--- config.mk ---
export PLATFORM = sky130hd
export DESIGN_NAME = llc_cmd_queue
export DESIGN_NICKNAME = d
export VERILOG_FILES = /design/src/rtl/llc_cmd_queue_pkg.sv /design/src/rtl/llc_cmd_fifo.sv /design/src/rtl/llc_cmd_queue.sv
export SDC_FILE = /design/constraint.sdc
export NUM_CORES = 1
export LEC_CHECK = 0
export CORE_MARGIN = 2
export CORE_UTILIZATION = 55
export CTS_CLUSTER_SIZE = 12
export DETAILED_ROUTE_END_ITERATION = 7
export PLACE_DENSITY = 0.81
export REMOVE_ABC_BUFFERS = 1
export SYNTH_ARGS = -nofsm -noshare
export SYNTH_HDL_FRONTEND = slang
export SYNTH_HIERARCHICAL = 1
export SYNTH_SLANG_ARGS = --single-unit
--- constraint.sdc ---
create_clock -name clk -period 4.44 [get_ports clk]
set_input_delay 0.666 -clock clk [delete_from_list [all_inputs] [get_ports clk]]
set_output_delay 0.666 -clock clk [all_outputs]
set_load 0.1 [all_outputs]
--- src/rtl/llc_cmd_queue_pkg.sv ---
// llc_cmd_queue_pkg
// Shared geometry, function-code enum, decoded-command struct and helpers
// for the LLC command front-end. No ports (package).
package llc_cmd_queue_pkg;

  localparam int ADDRESS_SIZE     = 32;
  localparam int FUNCTION_SIZE    = 4;
  localparam int TAG_SIZE         = 11;
  localparam int INDEX_SIZE       = 15;
  localparam int BYTE_SELECT_SIZE = 6;
  localparam int COUNTER_SIZE     = 16;
  localparam int CMD_W            = FUNCTION_SIZE + ADDRESS_SIZE;

  typedef enum logic [FUNCTION_SIZE-1:0] {
    FN_READ     = 4'd0,
    FN_WRITE    = 4'd1,
    FN_IREAD    = 4'd2,
    FN_SNP_INV  = 4'd3,
    FN_SNP_RD   = 4'd4,
    FN_SNP_WR   = 4'd5,
    FN_SNP_RWIM = 4'd6,
    FN_CLEAR    = 4'd8,
    FN_PRINT    = 4'd9
  } llc_func_e;

  typedef struct packed {
    logic [FUNCTION_SIZE-1:0]    func;
    logic [TAG_SIZE-1:0]         tag;
    logic [INDEX_SIZE-1:0]       index;
    logic [BYTE_SELECT_SIZE-1:0] offset;
  } llc_cmd_t;

  function automatic logic is_legal_func(input logic [FUNCTION_SIZE-1:0] f);
    case (llc_func_e'(f))
      FN_READ, FN_WRITE, FN_IREAD, FN_SNP_INV, FN_SNP_RD,
      FN_SNP_WR, FN_SNP_RWIM, FN_CLEAR, FN_PRINT: return 1'b1;
      default: return 1'b0;
    endcase
  endfunction

  function automatic logic is_snoop_func(input logic [FUNCTION_SIZE-1:0] f);
    return (f >= FN_SNP_INV) && (f <= FN_SNP_RWIM);
  endfunction

  function automatic logic is_maint_func(input logic [FUNCTION_SIZE-1:0] f);
    return (f == FN_CLEAR) || (f == FN_PRINT);
  endfunction

  function automatic llc_cmd_t split_cmd(input logic [FUNCTION_SIZE-1:0] f,
                                         input logic [ADDRESS_SIZE-1:0]  a);
    llc_cmd_t c;
    c.func   = f;
    c.tag    = a[ADDRESS_SIZE-1 -: TAG_SIZE];
    c.index  = a[BYTE_SELECT_SIZE +: INDEX_SIZE];
    c.offset = a[BYTE_SELECT_SIZE-1:0];
    return c;
  endfunction

endpackage

--- src/rtl/llc_cmd_fifo.sv ---
// llc_cmd_fifo
// Generic synchronous valid/ready FIFO. Full/empty derive from the occupancy
// count; pointers wrap naturally (DEPTH must be a power of two).
// Ports:
//   clk, rst                 clock, synchronous active-high reset
//   i_push_valid/o_push_ready/i_push_data   write side
//   o_pop_valid/i_pop_ready/o_pop_data      read side (head entry)
//   o_level                  current occupancy
module llc_cmd_fifo #(
  parameter int WIDTH = 36,
  parameter int DEPTH = 4,
  parameter int LVL_W = $clog2(DEPTH + 1)
) (
  input  logic             clk,
  input  logic             rst,
  input  logic             i_push_valid,
  output logic             o_push_ready,
  input  logic [WIDTH-1:0] i_push_data,
  output logic             o_pop_valid,
  input  logic             i_pop_ready,
  output logic [WIDTH-1:0] o_pop_data,
  output logic [LVL_W-1:0] o_level
);

  localparam int PTR_W = $clog2(DEPTH);

  logic [WIDTH-1:0] r_mem [DEPTH];
  logic [PTR_W-1:0] r_wr_ptr;
  logic [PTR_W-1:0] r_rd_ptr;
  logic [LVL_W-1:0] r_level;
  logic             w_push;
  logic             w_pop;

  assign o_push_ready = (r_level != LVL_W'(DEPTH));
  assign o_pop_valid  = (r_level != '0);
  assign w_push       = i_push_valid && o_push_ready;
  assign w_pop        = o_pop_valid && i_pop_ready;
  assign o_pop_data   = r_mem[r_rd_ptr];
  assign o_level      = r_level;

  always_ff @(posedge clk) begin
    if (rst) begin
      r_wr_ptr <= '0;
      r_rd_ptr <= '0;
      r_level  <= '0;
    end else begin
      if (w_push) r_wr_ptr <= r_wr_ptr + PTR_W'(1);
      if (w_pop)  r_rd_ptr <= r_rd_ptr + PTR_W'(1);
      case ({w_push, w_pop})
        2'b10:   r_level <= r_level + LVL_W'(1);
        2'b01:   r_level <= r_level - LVL_W'(1);
        default: r_level <= r_level;
      endcase
    end
  end

  // Storage carries data only; validity is tracked by the pointers/level.
  always_ff @(posedge clk) begin
    if (w_push) r_mem[r_wr_ptr] <= i_push_data;
  end

endmodule

--- src/rtl/llc_cmd_queue.sv ---
// llc_cmd_queue
// Command stage in front of the LLC controller: drops illegal function codes,
// buffers legal commands, presents the head split into tag/index/offset with
// class flags, and keeps saturating accept/drop statistics.
// Ports:
//   clk, rst                          clock, synchronous active-high reset
//   in_valid/in_ready/in_func/in_addr upstream command handshake
//   out_valid/out_ready               head handshake toward controller
//   out_func/out_tag/out_index/out_offset/out_snoop/out_maint  decoded head
//   accepted_count/illegal_count      saturating statistics
//   level                             occupancy
module llc_cmd_queue
  import llc_cmd_queue_pkg::*;
#(
  parameter int DEPTH = 4,
  parameter int LVL_W = $clog2(DEPTH + 1)
) (
  input  logic                        clk,
  input  logic                        rst,
  input  logic                        in_valid,
  output logic                        in_ready,
  input  logic [FUNCTION_SIZE-1:0]    in_func,
  input  logic [ADDRESS_SIZE-1:0]     in_addr,
  output logic                        out_valid,
  input  logic                        out_ready,
  output logic [FUNCTION_SIZE-1:0]    out_func,
  output logic [TAG_SIZE-1:0]         out_tag,
  output logic [INDEX_SIZE-1:0]       out_index,
  output logic [BYTE_SELECT_SIZE-1:0] out_offset,
  output logic                        out_snoop,
  output logic                        out_maint,
  output logic [COUNTER_SIZE-1:0]     accepted_count,
  output logic [COUNTER_SIZE-1:0]     illegal_count,
  output logic [LVL_W-1:0]            level
);

  logic                    w_legal;
  logic                    w_accept;
  logic [CMD_W-1:0]        w_head;
  llc_cmd_t                w_head_cmd;
  logic [COUNTER_SIZE-1:0] r_acc_cnt;
  logic [COUNTER_SIZE-1:0] r_ill_cnt;

  function automatic logic [COUNTER_SIZE-1:0] sat_inc(input logic [COUNTER_SIZE-1:0] v);
    return (&v) ? v : v + COUNTER_SIZE'(1);
  endfunction

  assign w_legal  = is_legal_func(in_func);
  assign w_accept = in_valid && in_ready;

  // The FIFO only sees legal commands, but in_ready comes from FIFO state alone,
  // so an illegal command completes its handshake (and is dropped) only when
  // the FIFO has room, exactly like a legal one.
  llc_cmd_fifo #(
    .WIDTH (CMD_W),
    .DEPTH (DEPTH),
    .LVL_W (LVL_W)
  ) u_fifo (
    .clk          (clk),
    .rst          (rst),
    .i_push_valid (in_valid && w_legal),
    .o_push_ready (in_ready),
    .i_push_data  ({in_func, in_addr}),
    .o_pop_valid  (out_valid),
    .i_pop_ready  (out_ready),
    .o_pop_data   (w_head),
    .o_level      (level)
  );

  assign w_head_cmd = split_cmd(w_head[CMD_W-1 -: FUNCTION_SIZE], w_head[ADDRESS_SIZE-1:0]);
  assign out_func   = w_head_cmd.func;
  assign out_tag    = w_head_cmd.tag;
  assign out_index  = w_head_cmd.index;
  assign out_offset = w_head_cmd.offset;
  assign out_snoop  = is_snoop_func(w_head_cmd.func);
  assign out_maint  = is_maint_func(w_head_cmd.func);

  always_ff @(posedge clk) begin
    if (rst) begin
      r_acc_cnt <= '0;
      r_ill_cnt <= '0;
    end else if (w_accept) begin
      if (w_legal) r_acc_cnt <= sat_inc(r_acc_cnt);
      else         r_ill_cnt <= sat_inc(r_ill_cnt);
    end
  end

  assign accepted_count = r_acc_cnt;
  assign illegal_count  = r_ill_cnt;

endmodule

# ---- After elaboration in Yosys (flattened, before gate mapping)
# Memory sizes are Yosys's and may differ from the RTL's. A register that Yosys moved wholly into a read port is not among the register bits.
# Cells that the tools add are included.
dict set report word_totals {
  ff_bits 39
  ramBits 144
  mem_bits_ro 16
  input_bits 40
  output_inout_bits 75
  word_cells 40
  n_memories 2
}
dict set report classes {
  addsub 6
  n_lt_le_gt_ge 2
  eq_ne 5
  n_mux 5
  n_bitwise 3
  n_reduce_logical 12
}
# memory depth word_bits read_ports rd_clocked_by_memory_dff wr line_no
set memory_table {}
lappend memory_table {u_fifo.r_mem 4 36 1 1 1 llc_cmd_fifo.sv:27} ;# logic [WIDTH-1:0] r_mem [DEPTH];
lappend memory_table {{(no name shown)} 16 1 1 0 0 llc_cmd_queue_pkg.sv:34} ;# case (llc_func_e'(f))
# operator count
set op_table {}
lappend op_table {{adder 16 x 1 -> 16 bit (second input constant)} 2}
lappend op_table {{AND reduction 16 bit} 2}
lappend op_table {{equality test 4 bit (second input constant)} 2}
lappend op_table {{one-hot mux 3 bit (2 select lines)} 1}
lappend op_table {{AND reduction 3 bit} 2}
lappend op_table {{logical AND 1 bit} 5}
lappend op_table {{adder 2 x 1 -> 2 bit (second input constant)} 2}
lappend op_table {{greater-or-equal comparator 4 x 2 -> 1 bit (second input constant)} 1}
lappend op_table {{less-or-equal comparator 4 x 3 -> 1 bit (second input constant)} 1}
lappend op_table {{two-way mux 2 bit} 2}
lappend op_table {{adder 3 x 1 -> 3 bit (second input constant)} 1}
lappend op_table {{inequality test 3 bit (second input constant)} 1}
lappend op_table {{inverter 1 bit} 3}
lappend op_table {{nonzero test 3 bit} 1}
lappend op_table {{subtractor 3 x 1 -> 3 bit (second input constant)} 1}
lappend op_table {{equality test 2 x 1 -> 1 bit (second input constant)} 1}
lappend op_table {{equality test 2 bit (second input constant)} 1}
lappend op_table {{two-way mux 1 bit} 2}
lappend op_table {{nonzero test 2 bit} 1}
lappend op_table {{logical OR 1 bit} 1}

# ---- Longest topological paths before layout
# Gate-level depths: netlist (run 1).
# An unclocked memory read counts as a cell.
dict set report logic_depth {
  depth_word 5
  mapped_depth 10
  ltp_nobuf 10
}

# ---- By module
# The synthesis (run 1) kept the hierarchy.
# mod instances cells_each area_per_inst_um2 seq_area_each_um2
set modules_own_cells {}
lappend modules_own_cells {llc_cmd_fifo 1 240 5725.5 4504.3}
lappend modules_own_cells {llc_cmd_queue 1 189 1690.4 640.6}

# ---- Least setup slack after synthesis (run 1)
# Ideal clock, no wire load.
dict set report synth_path {
  kind {register -> output}
  start {register (tool-made name)}
  end {output out_maint}
  arrival_time_ns 3.709
  path_slack_ns 0.065
  path_stages_with_launch 5
  path_buffers 2
  path_cell_list {dfxtp_1 > buf_6 > buf_12 > mux4_2 > nor3b_1}
}
# item line_no
set synth_rtl {}
lappend synth_rtl {{to (decl)} llc_cmd_queue.sv:31} ;# output logic out_maint,

==> results of run 1 <==
==> kinds of logic after synthesis <==
family                     count (synthesis)  synth area share (%)
DFF                                      185                  69.4
xor gates and xnor gates                  32                  3.78
buffers and inverters                     23                  2.13
adders and majority gates                  8                  1.45
AOI/OAI and AO/OA                         18                  2.14
and+or+nand+nor                          125                  9.60
muxes                                     38                  11.5
==> tightest hold or removal path, cell delays in order, from the launching register on <==
cell and delay (ps):
dfxtp_1 330, o31ai_1 70, a21oi_1 60
==> routing by layer <==
layer | share of wire [%] | vias to the layer above | track usage [%]
li1 | - | 1914 | -
met1 | 45 | 2023 | 27.3
met2 | 48 | 139 | 31.7
met3 | 5.8 | 20 | 4.71
met4 | 1.7 | 0 | 8.09
met5 | 0 | - | 0
==> synthesized netlist by cell type, types with 2 or more instances <==
library cell and n:
edfxtp_1 144, dfxtp_1 41, nor2_1 41, mux4_2 30, xnor2_1 17, nand3_1 15, xor2_1 15, nand2_1 13
nand4_1 10, inv_1 8, a21oi_1 7, and3_1 7, ha_1 7, nor3_1 7, and4_1 6, mux4_1 6
buf_2 5, and2_1 4, clkbuf_1 4, nor4_1 4, buf_12 3, buf_6 2, nand2b_1 2, nor3_2 2
nor4b_2 2, o2111ai_1 2, o21ai_0 2, or3_1 2
==> cell type report <==
class / count / area [µm²] / area share, %
clock buffer: 17 / 425 / 4.62
multi-input combinational: 221 / 2120 / 23.0
tap: 176 / 220 / 2.39
inverter: 8 / 30.0 / 0.326
sequential: 185 / 5150 / 55.9
timing repair buffer: 116 / 1160 / 12.6
clock inverter: 14 / 109 / 1.18
==> sequential cells by signal (all words and copies together) (netlist names), named ones only <==
name and cells:
accepted_count 16, illegal_count 16, u_fifo/o_level 3, u_fifo/r_mem 144, u_fifo/r_rd_ptr 2, u_fifo/r_wr_ptr 2
==> power by group through the flow <==
stage	Combinational, mW	Clock (mW)	Sequential, mW
2_1_floorplan	1.46	0	2.20
3_3_place_gp	2.04	0	2.07
3_5_place_dp	2.06	0	2.08
4_1_cts	2.07	1.38	2.04
5_1_grt	2.12	1.45	2.05
6_report	2.05	1.35	2.04
==> final timing paths <==
kind / startpoint / to / slack [ps] / cells after the start
worst max-delay path: register / out_func[2] / 830 / 2
worst min-delay path: illegal_count[15] / illegal_count[15] / 510 / 2
worst max register to register: accepted_count[0] / accepted_count[2] / 1980 / 6
worst min register to register: illegal_count[15] / illegal_count[15] / 510 / 2
==> run metrics, run 1 <==
status completed; ys flop type edfxtp_1; post-synth top area cell edfxtp_1; Inst Count DP 706; Crit Path Max Fanout 36; final setup violation count 0; Syn Inst Count ~430; FMAX 0.277 GHz; clock-pin slew on the worst setup and hold paths 60 ps; Hold-fix buffers, CTS 0; Cell Int Power 3.28 mW; clk buf depth 2; clock root cell clkbuf_16; slowest CP cell clkdlybuf4s50_1; gr usage total 20.1%; final worst path period share between 80% and 90%; drc violations 0; pre-CTS setup slack between 1000 and 1500 ps; CP delay by family, top buffers and inverters; Detail Placement HPWL 8.63 mm; register area share after synthesis 69.4%; worst hold margin 509 ps; Post-DRT Antenna Nets 0; Ports 115; fin area 9210 µm²; GRT overflow 0; syn avg cell area 17.3 µm²; RSZ-0062 raised after global routing no; Total Neg Setup Slack 0 ps; H-tree depth 4; fraction of layout cells with a size suffix above 1 14.8%; area growth from synthesis to layout 24.2%; die height 120 µm; Syn Std Cell Area 7420 µm²; full die area 14400 µm²; Die X 120 µm; Bufs and invs on worst path 1; vias in the first global route roughly 4200; Sw Ratio 39.7%; Hold WC Path Type reg2reg; TritonCTS clock tree done; Clock power frac between 20 and 25%; setup ws final 827 ps; critical-path cell list mux4_2 -> clkdlybuf4s50_1; Critical Path RT roughly 3800 ps; DR vias 4096; Setup Buffers After CTS 0; WP data arrival 2950 ps; area post-placement 8680 µm²; critical path class reg2out; number of hold violations in the final report 0; Synth Warn # 6; max-cap violation count 0; Max VDD drop approximately 540 µV; initial core utilization 56.2%; Comb power frac 37.7%; post-DR vias/cell 5.56; Sequential Power Share 37.5%; commonest non-fill, non-tap cell in the layout edfxtp_1; Layout Skew 6.34 ps; EDFF count, synth 144; antenna cells 0; Buffers on Ports approximately 110; largest net degree at the start of global routing 37; drt first pass iters 4; Yosys top cell area share 58.3%; Std-Cell Rows 42; PwrDens 591 nW/µm²; Crit. End Element output pin; Clock Latency Late Sink 420 ps; Filler cells 864; final cell count without fillers roughly 740; CP peak stage delay 1150 ps; post-cts sizing count 0; fin util 69.9%; number of DRC violations after detailed-routing iteration 0 approximately 210; Synth cell types between 40 and 50; P_sw 2.16 mW; CORE AREA about 13000 µm²; most frequent cells in the layout 144 x edfxtp_1, 112 x clkdlybuf4s50_1, 41 x nor2_1, 39 x dfxtp_1, 30 x mux4_2; Slew headroom roughly a quarter; first-pass GRT wire length about 22 mm; Pwr Total ~5.4 mW; nets@finish 597; Leak 2.92 nW; synthesized flop and latch total ~190; Worst Tran Pin Value ~1100 ps; TritonCTS Sinks 185; FFs w/ async S/R, synth 0%; Routed WL per cell 18.4 µm; initial antenna violation count 0; CTS Buf Count 17; post-layout min period 3610 ps; gpl congestion 0.807; routed wire length ~14 mm; dominant cells by area after synthesis edfxtp_1 58%, dfxtp_1 11%, mux4_2 9.1%, mux4_1 2.1%, nor2_1 2.1%; startpoint types register; max-slew violations 0
(Power assumes the default switching activity.)
==> run 2: changes to the inputs <==
- CORE_UTILIZATION: 55 -> 48
- PLACE_DENSITY: 0.81 -> 0.75
- clock period: 4.44 -> 3.3 ns (I/O delays scaled with it)
==> run metrics, run 2 (synthesis results as in run 1) <==
Setup Buffers After CTS 0 (unchanged); Max VDD drop 738 µV (was 544 µV); Leak 3.08 nW (was 2.92 nW); Ports 115 (unchanged); Hold Crit Depth 2 (unchanged); CTS Buf Count 17 (unchanged); clock-pin slew on the worst setup and hold paths 70 ps (was 60 ps); fraction of layout cells with a size suffix above 1 26.2% (was 14.8%); PwrDens 810 nW/µm² (was 591 nW/µm²); full die area 16500 µm² (was 14400 µm²); status completed (unchanged); number of hold violations in the final report 0 (unchanged); Worst Tran Pin Value 984 ps (was 1120 ps); Largest register FFs 144 (unchanged); drt first pass iters 4 (unchanged); antenna cells 0 (unchanged); TritonCTS Sinks 185 (unchanged); area growth from synthesis to layout 25.3% (was 24.2%); commonest non-fill, non-tap cell in the layout edfxtp_1 (unchanged); Hold WC Path Type reg2reg (unchanged); largest net degree at the start of global routing 37 (unchanged); Filler cells 1101 (was 864); Buffers on Ports 114 (unchanged); routed wire length 13.8 mm (was 13.6 mm); Worst R2R Start u_fifo/o_level[1] (was accepted_count[0]); Layout Skew 9.27 ps (was 6.34 ps); drc violations 0 (unchanged); TritonCTS clock tree done (unchanged); fin area 9290 µm² (was 9210 µm²); Routed WL per cell 18.2 µm (was 18.4 µm); die height 128 µm (was 120 µm); gpl congestion 0.794 (was 0.807); FMAX 0.366 GHz; Post-DRT Antenna Nets 0 (unchanged); post-cts sizing count 0 (unchanged); Hold-fix buffers, CTS 0 (unchanged); RSZ-0062 raised after global routing no (unchanged); gr usage total 17.5% (was 20.1%); final setup violation count 0 (unchanged); clk buf depth 2 (unchanged); Clock Latency Late Sink 430 ps (was 420 ps); crit path to u_fifo/o_level[2] (was out_func[2]); RR Endpoint u_fifo/o_level[2] (was accepted_count[2]); startpoint types primary input (was register); most frequent cells in the layout 144 x edfxtp_1, 61 x buf_4, 56 x clkdlybuf4s50_1, 41 x nor2_1, 39 x dfxtp_1 (was 144 x edfxtp_1, 112 x clkdlybuf4s50_1, 41 x nor2_1, 39 x dfxtp_1, 30 x mux4_2); Detail Placement HPWL 8.84 mm (was 8.63 mm); first-pass GRT wire length 21.8 mm (about the same); DR vias 4121 (was 4096); number of DRC violations after detailed-routing iteration 0 294 (was 212); H-tree depth 4 (unchanged); final worst path period share between 80% and 90%; max-slew violations 0 (unchanged); initial antenna violation count 1 (was 0); post-DR vias/cell 5.44 (was 5.56); Die X 128 µm (was 120 µm); clock root cell clkbuf_16 (unchanged); Std-Cell Rows 45 (was 42); Critical Path RT 3650 ps (was 3770 ps); initial core utilization 49.0% (was 56.2%); post-layout min period roughly 2700 ps; Pwr Total 7.52 mW (was 5.44 mW); critical path class in2reg (was reg2out); Top reg by flops u_fifo/r_mem (unchanged); setup slack, reg-to-reg 1150 ps (was 1980 ps); CORE AREA 15100 µm² (was 13200 µm²); Crit Path Max Fanout 7 (was 36); Crit. Startpoint in_func[1]; Slew headroom 34.2% (was 25.0%); WP data arrival 3080 ps (was 2950 ps); area post-placement 8690 µm² (was 8680 µm²); Crit. End Element register (was output pin); max-cap violation count 0 (unchanged); nets@finish 605 (was 597); vias in the first global route 4272 (was 4195); GRT overflow 0 (unchanged); Worst Reg-to-Reg Cells 9 (was 6)
==> run 2: changes by cell type in the layout (fill, tap and decap cells not counted), moves of 2 or more <==
| cell | change |
|---|---|
| clkinv_4 | +2 |
| inv_6 | +2 |
| clkinv_2 | -3 |
| clkinv_1 | -3 |
| bufinv_16 | +2 |
| buf_12 | +6 |
| buf_4 | +58 |
| clkdlybuf4s50_1 | -56 |
==> run 2: cell type report <==
class	instances	area [µm²]	area share, %
Multi-Input combinational cell	221	2120	22.8
Timing Repair Buffer	124	1160	12.5
Clock inverter	13	170	1.83
Clock buffer	18	429	4.62
Tap cell	188	235	2.53
Inverter	8	30.0	0.323
Sequential cell	185	5150	55.4
==> run 2: metrics by stage <==
step	cells	hold slack [ps]	utilization, %	TNS [ps]	setup WS (ps)
2_1_floorplan	414	481	-	-3200	-1990
3_3_place_gp	726	484	57.4	0	260
3_5_place_dp	726	488	57.4	0	175
4_1_cts	757	502	61.3	0	593
5_1_grt	757	531	61.3	0	453
6_report	757	500	61.3	0	570
==> run 2: where the power goes <==
| part | switching, mW | internal [mW] |
|---|---|---|
| registers | 0.0906 | 2.63 |
| logic | 2.03 | 0.730 |
| clock network | 0.847 | 1.20 |
==> run 2: metal layers <==
metal  vias to the layer above  track usage, %  part of all wire, %
met4                         2            4.65                 0.76
met3                        17            5.68                  5.9
met5                         -               0                0.094
met1                      2059            22.5                   44
li1                       1930               -                    -
met2                       113            28.8                   49
==> run 2: how the worst min path moves through the flow <==
stage,start,to,slack (ps)
finish,illegal_count[15],illegal_count[15],500
global route,illegal_count[15],illegal_count[15],530
CTS,illegal_count[15],illegal_count[15],500
detailed placement,illegal_count[15],illegal_count[15],490
global placement,illegal_count[15],illegal_count[15],480
floorplan,u_fifo/r_wr_ptr[1],u_fifo/r_wr_ptr[1],480
==> run 2: critical path, cell delays in order <==
cell	delay, ps
clkdlybuf4s50_1	660
o21ai_4	160
and3_2	220
a21boi_2	190
inv_1	90
ha_1	180
inv_1	70
fa_1	380
xor2_1	160
or3_1	320
a21oi_1	170
